$ cat src/rtl/core_boot_loader_pkg.sv
// Shared constants and types for the s_core boot loader.
// Macro CORE_BOOT_LOADER_CHECKSUM_EN adds the trailing checksum state.
package core_boot_loader_pkg;

    localparam logic [7:0] BL_CMD_LOAD = 8'hA5;
    localparam logic [7:0] BL_CMD_REG  = 8'h5A;
    localparam logic [7:0] BL_CMD_RUN  = 8'hC3;
    localparam logic [7:0] BL_CMD_HALT = 8'hFF;

    localparam int ERR_CMD     = 0;
    localparam int ERR_TIMEOUT = 1;
    localparam int ERR_CSUM    = 2;

    typedef enum logic [3:0] {
        ST_IDLE,
        ST_L_ADDR,
        ST_L_CNT,
        ST_L_DATA,
        ST_WRITE,
        ST_R_IDX,
        ST_R_DATA,
        ST_G_ADDR,
`ifdef CORE_BOOT_LOADER_CHECKSUM_EN
        ST_CHK,
`endif
        ST_RUNNING
    } bl_state_t;

`ifdef CORE_BOOT_LOADER_CHECKSUM_EN
    typedef enum logic [1:0] {
        K_LOAD,
        K_REG,
        K_RUN
    } bl_kind_t;
`endif

    function automatic logic [31:0] word_align(input logic [31:0] a);
        return a & ~32'h3;
    endfunction

endpackage

$ cat src/rtl/core_boot_loader_word.sv
// Little-endian byte-to-word assembler for the boot loader.
// done flags the 4th byte; word already includes the current byte.
module bl_word_assembler
    import core_boot_loader_pkg::*;
(
    input  logic        clk,
    input  logic        rst,
    input  logic        en,
    input  logic [1:0]  idx,
    input  logic [7:0]  byte_in,
    output logic [31:0] word,
    output logic        done
);

    logic [23:0] sh;

    assign word = {byte_in, sh};
    assign done = en && (idx == 2'd3);

    always_ff @(posedge clk) begin
        if (rst) begin
            sh <= '0;
        end else if (en) begin
            sh <= word[31:8];
        end
    end

endmodule

$ cat src/rtl/core_boot_loader.sv
// Host-link boot loader: LOAD/REG/RUN/HALT command decoder for s_core setup.
// Define CORE_BOOT_LOADER_CHECKSUM_EN for trailing-checksum commands.
module core_boot_loader
    import core_boot_loader_pkg::*;
#(
    parameter int TIMEOUT_CYCLES = 100000,
    parameter int CNT_W          = 16
) (
    input  logic        clk,
    input  logic        rst,
    input  logic [7:0]  i_byte,
    input  logic        i_byte_valid,
    output logic        o_byte_ready,
    output logic [31:0] o_inst_mem_addr,
    output logic [31:0] o_inst_mem_data,
    output logic        o_inst_we,
    output logic [4:0]  o_load_reg_addr,
    output logic [31:0] o_load_reg_data,
    output logic        o_reg_we,
    output logic        o_setup,
    output logic [31:0] o_start_addr,
    output logic        o_start,
    output logic [2:0]  o_err
);

    localparam logic [31:0] TO_LAST = 32'(TIMEOUT_CYCLES - 1);

    bl_state_t         state;
    logic [1:0]        bcnt;
    logic [31:0]       addr;
    logic [CNT_W-1:0]  cnt;
    logic [4:0]        ridx;
    logic [31:0]       tcnt;
    logic              accept;
    logic              to_armed;
    logic              to_hit;
    logic [31:0]       asm_word;
    logic              asm_done;

`ifdef CORE_BOOT_LOADER_CHECKSUM_EN
    logic [7:0]        sum;
    logic [7:0]        sum_next;
    bl_kind_t          kind;
    logic              img_bad;
    logic [31:0]       rdata;

    assign sum_next = sum + i_byte;
`endif

    assign accept = i_byte_valid && o_byte_ready;

    always_comb begin
        to_armed = (TIMEOUT_CYCLES != 0) &&
                   (state != ST_IDLE) &&
                   (state != ST_WRITE) &&
                   (state != ST_RUNNING);
        to_hit   = to_armed && !accept && (tcnt == TO_LAST);
    end

    bl_word_assembler u_asm (
        .clk     (clk),
        .rst     (rst),
        .en      (accept),
        .idx     (bcnt),
        .byte_in (i_byte),
        .word    (asm_word),
        .done    (asm_done)
    );

    always_ff @(posedge clk) begin
        if (rst) begin
            state           <= ST_IDLE;
            bcnt            <= '0;
            addr            <= '0;
            cnt             <= '0;
            ridx            <= '0;
            tcnt            <= '0;
            o_byte_ready    <= 1'b1;
            o_inst_mem_addr <= '0;
            o_inst_mem_data <= '0;
            o_inst_we       <= 1'b0;
            o_load_reg_addr <= '0;
            o_load_reg_data <= '0;
            o_reg_we        <= 1'b0;
            o_setup         <= 1'b1;
            o_start_addr    <= '0;
            o_start         <= 1'b0;
            o_err           <= '0;
`ifdef CORE_BOOT_LOADER_CHECKSUM_EN
            sum             <= '0;
            kind            <= K_LOAD;
            img_bad         <= 1'b0;
            rdata           <= '0;
`endif
        end else begin
            o_inst_we    <= 1'b0;
            o_reg_we     <= 1'b0;
            o_start      <= 1'b0;
            o_byte_ready <= 1'b1;

            if (!to_armed || accept) begin
                tcnt <= '0;
            end else begin
                tcnt <= tcnt + 32'd1;
            end

            if (accept) begin
                bcnt <= bcnt + 2'd1;
`ifdef CORE_BOOT_LOADER_CHECKSUM_EN
                sum  <= (state == ST_IDLE) ? i_byte : sum_next;
`endif
            end

            if (to_hit) begin
                // partial command dropped; words already written stay written
                state              <= ST_IDLE;
                bcnt               <= '0;
                o_err[ERR_TIMEOUT] <= 1'b1;
            end else begin
                unique case (state)
                    ST_IDLE: begin
                        if (accept) begin
                            bcnt <= '0;
                            unique case (1'b1)
                                i_byte == BL_CMD_LOAD: state <= ST_L_ADDR;
                                i_byte == BL_CMD_REG:  state <= ST_R_IDX;
                                i_byte == BL_CMD_RUN:  state <= ST_G_ADDR;
                                default: o_err[ERR_CMD] <= 1'b1;
                            endcase
                        end
                    end
                    ST_L_ADDR: begin
                        if (asm_done) begin
                            addr  <= word_align(asm_word);
                            bcnt  <= '0;
                            state <= ST_L_CNT;
                        end
                    end
                    ST_L_CNT: begin
                        if (accept && bcnt == 2'd1) begin
                            cnt  <= asm_word[31:16];
                            bcnt <= '0;
                            if (asm_word[31:16] == '0) begin
`ifdef CORE_BOOT_LOADER_CHECKSUM_EN
                                kind  <= K_LOAD;
                                state <= ST_CHK;
`else
                                state <= ST_IDLE;
`endif
                            end else begin
                                state <= ST_L_DATA;
                            end
                        end
                    end
                    ST_L_DATA: begin
                        if (asm_done) begin
                            o_inst_we       <= 1'b1;
                            o_inst_mem_addr <= addr;
                            o_inst_mem_data <= asm_word;
                            o_byte_ready    <= 1'b0;
                            bcnt            <= '0;
                            state           <= ST_WRITE;
                        end
                    end
                    ST_WRITE: begin
                        addr <= addr + 32'd4;
                        cnt  <= cnt - CNT_W'(1);
                        bcnt <= '0;
                        if (cnt == CNT_W'(1)) begin
`ifdef CORE_BOOT_LOADER_CHECKSUM_EN
                            kind  <= K_LOAD;
                            state <= ST_CHK;
`else
                            state <= ST_IDLE;
`endif
                        end else begin
                            state <= ST_L_DATA;
                        end
                    end
                    ST_R_IDX: begin
                        if (accept) begin
                            ridx  <= i_byte[4:0];
                            bcnt  <= '0;
                            state <= ST_R_DATA;
                        end
                    end
                    ST_R_DATA: begin
                        if (asm_done) begin
                            bcnt <= '0;
`ifdef CORE_BOOT_LOADER_CHECKSUM_EN
                            rdata <= asm_word;
                            kind  <= K_REG;
                            state <= ST_CHK;
`else
                            o_reg_we        <= 1'b1;
                            o_load_reg_addr <= ridx;
                            o_load_reg_data <= asm_word;
                            state           <= ST_IDLE;
`endif
                        end
                    end
                    ST_G_ADDR: begin
                        if (asm_done) begin
                            bcnt <= '0;
`ifdef CORE_BOOT_LOADER_CHECKSUM_EN
                            addr  <= word_align(asm_word);
                            kind  <= K_RUN;
                            state <= ST_CHK;
`else
                            o_start      <= 1'b1;
                            o_setup      <= 1'b0;
                            o_start_addr <= word_align(asm_word);
                            state        <= ST_RUNNING;
`endif
                        end
                    end
`ifdef CORE_BOOT_LOADER_CHECKSUM_EN
                    ST_CHK: begin
                        if (accept) begin
                            bcnt  <= '0;
                            state <= ST_IDLE;
                            if (sum_next == 8'h00) begin
                                unique case (kind)
                                    K_LOAD: img_bad <= 1'b0;
                                    K_REG: begin
                                        o_reg_we        <= 1'b1;
                                        o_load_reg_addr <= ridx;
                                        o_load_reg_data <= rdata;
                                    end
                                    default: begin
                                        // a failed image must be reloaded before release
                                        if (img_bad) begin
                                            o_err[ERR_CSUM] <= 1'b1;
                                        end else begin
                                            o_start      <= 1'b1;
                                            o_setup      <= 1'b0;
                                            o_start_addr <= addr;
                                            state        <= ST_RUNNING;
                                        end
                                    end
                                endcase
                            end else begin
                                o_err[ERR_CSUM] <= 1'b1;
                                if (kind == K_LOAD) begin
                                    img_bad <= 1'b1;
                                end
                            end
                        end
                    end
`endif
                    ST_RUNNING: begin
                        if (accept && i_byte == BL_CMD_HALT) begin
                            o_setup <= 1'b1;
                            bcnt    <= '0;
                            state   <= ST_IDLE;
                        end
                    end
                    default: begin
                        bcnt  <= '0;
                        state <= ST_IDLE;
                    end
                endcase
            end
        end
    end

endmodule

$ cat config.mk
export PLATFORM = sky130hd
export DESIGN_NAME = core_boot_loader
export DESIGN_NICKNAME = d
export VERILOG_FILES = /design/src/rtl/core_boot_loader_pkg.sv /design/src/rtl/core_boot_loader_word.sv /design/src/rtl/core_boot_loader.sv
export SDC_FILE = /design/constraint.sdc
export NUM_CORES = 1
export LEC_CHECK = 0
export CAP_MARGIN = 15
export CORE_ASPECT_RATIO = 0.75
export CORE_MARGIN = 5
export CORE_UTILIZATION = 55
export DETAILED_ROUTE_END_ITERATION = 10
export HOLD_SLACK_MARGIN = 0.1
export PLACE_DENSITY = 0.8
export RECOVER_POWER = 25
export SYNTH_ARGS = -nofsm -noshare
export SYNTH_HDL_FRONTEND = slang
export SYNTH_SLANG_ARGS = --single-unit
$ cat constraint.sdc
create_clock -name clk -period 2.86 [get_ports clk]
set_clock_uncertainty 0.15 [all_clocks]
set_input_delay 0.572 -clock clk [delete_from_list [all_inputs] [get_ports clk]]
set_output_delay 0.572 -clock clk [all_outputs]
set_load 0.01 [all_outputs]
==> results by group <==
STA
  • Worst slew pin tran: 1.13 ns
  • Pins over their slew limit: 0
  • Clock period minus worst slack: 2.46 ns
  • Final-report hold violation count: 0
  • RSZ-0062 raised after global routing: false
  • Fmax: 406 MHz
  • Aggregate negative setup slack: 0 ns
  • Final Cycle Share: 0.860
  • Worst slew margin: 0.244
  • Final setup fails: 0

Die
  • Area of the core: 19400 um2
  • Starting Density: 0.560
  • Die area: 22700 um2
  • I/O pins: 152
  • Die Y: 132 um
  • Rows: 44
  • DIE WIDTH: 172 um

Worst setup path
  • Worst setup SP type: input pin
  • Reg2reg path depth: 6
  • Buf/Inv on CP: 3
  • CP Capture Type: register
  • CP Depth: 7
  • Critical Path AT: 2.69 ns
  • Slowest cell on crit path: clkbuf_1
  • Critical path, cell by cell: dlygate4sd3_1, and2_0, clkbuf_1, a21oi_1, nand2_1, clkbuf_1, nor2_1
  • Critical setup path kind: in2reg
  • Worst EP required: 3.09 ns
  • CP max stage delay: 0.61 ns
  • Cell repeated most along the worst path: clkbuf_1
  • Worst R2R Setup Slack: 0.47 ns
  • Max FO, Critical Path: 16
  • CP top delay family: buffers and inverters

Route
  • Drt wl/cell: 18.3 um
  • Drt first-iter violations: 1345
  • Number of iterations in the first detailed-routing pass: 6
  • Detailed-route via count: 10500
  • DR DRC count: 0
  • DR vias/cell: 5.95
  • Drt total wl: 32300 um
  • DRT antenna net count: 0

CTS
  • CTS Hold Bufs: 0
  • Clk_lat worst skew: 0.54 ns
  • CTS sink cnt: 249
  • CTS tree: built
  • PostCTS Resize Cnt: 0
  • Root Buffer: clkbuf_16
  • Num CTS Buffers: 25
  • Post-CTS Setup Inserts: 0
  • H-tree depth: 1
  • Clock Tree Buf Depth: 3
  • Clock slew at reported path FFs: 0.06 ns

Pwr
  • Pwr Density: 595 nW/um2
  • Static Leak: 0.00459 uW
  • Peak VDD IR: 421 uV

Logic synthesis
  • Seq cells post-synth: 249
  • Mapped Cells: 1381
  • Ys Warns: 0
  • Mapped cell area: 10900 um2
  • EDFF count, synth: 0
  • Register area share after synthesis: 0.459
  • Main flop type after synthesis: dfxtp_1
  • Synth cell types: 75
  • Avg Synthesized Cell Area: 7.86 um2
  • Asr flop ratio synth: 0

Global route
  • Vias in the first global route: 9833
  • Pin count of the biggest net entering global routing: 130
  • Global-route wire length before repair: 51800 um
  • Initial antenna violation count: 0
  • Global route overflow: 0
  • GRT Util Overall: 0.274

Placement
  • Gpl congestion: 0.963
  • HPWL Detailed: 21500 um
  • Port bufs: 146
  • Area after DPL: 12600 um2

Layout
  • Share of layout cells above drive strength 1: 0.0754
  • Fillers: 1545
  • Final instance area: 13500 um2
  • Area growth, synth to finish: 24.3%
  • Nets@finish: 1511

Hold path
  • Tightest Hold Check Type: reg2reg
  • Hold Path Depth: 2

Flow run
  • Number of max-cap violations: 0

Run status
  • Outcome: completed
synth_stat cells (all sizes together) (8+ instances only):
cell type	instances	area (um2)
or3	13	81.3
and2	10	62.6
nor2	80	300
a31oi	15	93.8
buf	52	298
xnor2	8	70.1
xor2	16	140
inv	17	63.8
nor4	20	176
a21oi	205	1030
dfxtp	249	4980
nand3	38	195
clkbuf	60	225
nand4	24	163
o21ai	41	209
nand2	369	1390
and3	11	68.8
nor3	25	151
a211oi	12	90.1
power by group:
group	switching [uW]	internal, uW	leakage (uW)
clock network	1420	2230	0.000459
logic	501	260	0.00212
registers	99.0	3510	0.00201
layer usage:
metal	up-vias	part of all wire	global-route usage
met1	4896	0.43	0.410
met2	538	0.43	0.392
met3	63	0.12	0.0772
met5	-	0	0
li1	5001	-	-
met4	0	0.020	0.0659
kinds of logic after synthesis:
| logic type | synth area share |
|---|---|
| buffers and inverters | 0.0541 |
| other | 0.000346 |
| flip-flops | 0.459 |
| adder cells (fa/ha/maj) | 0.00807 |
| AO/OA/AOI/OAI | 0.189 |
| multiplexers | 0.00657 |
| AND/OR/NAND/NOR | 0.263 |
| XOR/XNOR | 0.0194 |
final cells by class:
type                       instances  area [um2]  share of cell area
multi-input combinational       1007        5290               0.392
sequential                       249        4980               0.370
timing repair buffer             193        1890               0.140
clock buffer                      32         712              0.0528
tap                              253         317              0.0235
clock inverter                    13         221              0.0164
inverter                          17        63.8             0.00473
antenna                            1        2.50            0.000186
metrics by stage:
| stage | power, uW | worst slack (ns) | std cells | utilization | hold slack (ns) |
|---|---|---|---|---|---|
| after global placement | 4390 | 0.194 | 1719 | 0.650 | 0.291 |
| after floorplan | 4180 | 0.754 | 1385 | - | 0.282 |
| after global routing | 8280 | 0.268 | 1764 | 0.696 | 0.318 |
| after CTS | 8030 | 0.497 | 1764 | 0.698 | 0.305 |
| after detailed placement | 4410 | 0.0562 | 1719 | 0.650 | 0.296 |
| final | 8020 | 0.399 | 1765 | 0.696 | 0.298 |
state kept, by name, indices dropped and copies added (netlist names), 2 cells and up:
signal	count
addr	30
bcnt	2
cnt	16
o_err	2
o_inst_mem_addr	30
o_inst_mem_data	32
o_load_reg_addr	5
o_load_reg_data	32
o_start_addr	30
ridx	5
state	4
tcnt	32
u_asm.sh	24
worst register-to-register path, delay by kind of cell (launching register included):
kind	cells	cell delay, ns
flip-flops	1	0.41
AND/OR/NAND/NOR	4	1.33
AO/OA/AOI/OAI	1	0.17
adder cells (fa/ha/maj)	1	0.26
cell usage in the layout (no fill, tap or decap), types with 5 or more instances in the layout:
cell             count
buf_4               33
o22ai_1              5
dfxtp_1            249
mux2i_1              6
clkbuf_1             7
xnor2_1              8
nand2b_1             7
ha_1                 7
and4_1               7
o21ai_0             39
nor2_1              80
nor3_1              22
clkdlybuf4s50_1    115
or3_1               12
a22oi_1              6
and2_1               6
a21oi_1            205
nand2_1            369
dlygate4sd3_1       30
nand3_1             37
nand4_1             22
buf_12               8
a31oi_1             15
xor2_1              16
clkbuf_8             6
o211ai_1             6
o31ai_1              5
bufinv_16            5
a41oi_1              6
and3_1              11
clkbuf_16           25
nor4_1              16
inv_1               17
a211oi_1            12
conb_1               5
worst paths after layout:
kind                                                       start                          endpoint
worst max-delay path                                i_byte_valid                tcnt[9]$_SDFF_PP0_
worst min-delay path            o_load_reg_data[27]$_SDFFE_PP0P_  o_load_reg_data[27]$_SDFFE_PP0P_
worst max register to register              addr[2]$_SDFFE_PP0P_             addr[20]$_SDFFE_PP0P_
worst min register to register  o_load_reg_data[27]$_SDFFE_PP0P_  o_load_reg_data[27]$_SDFFE_PP0P_
Power figures use the tool's default switching activity.
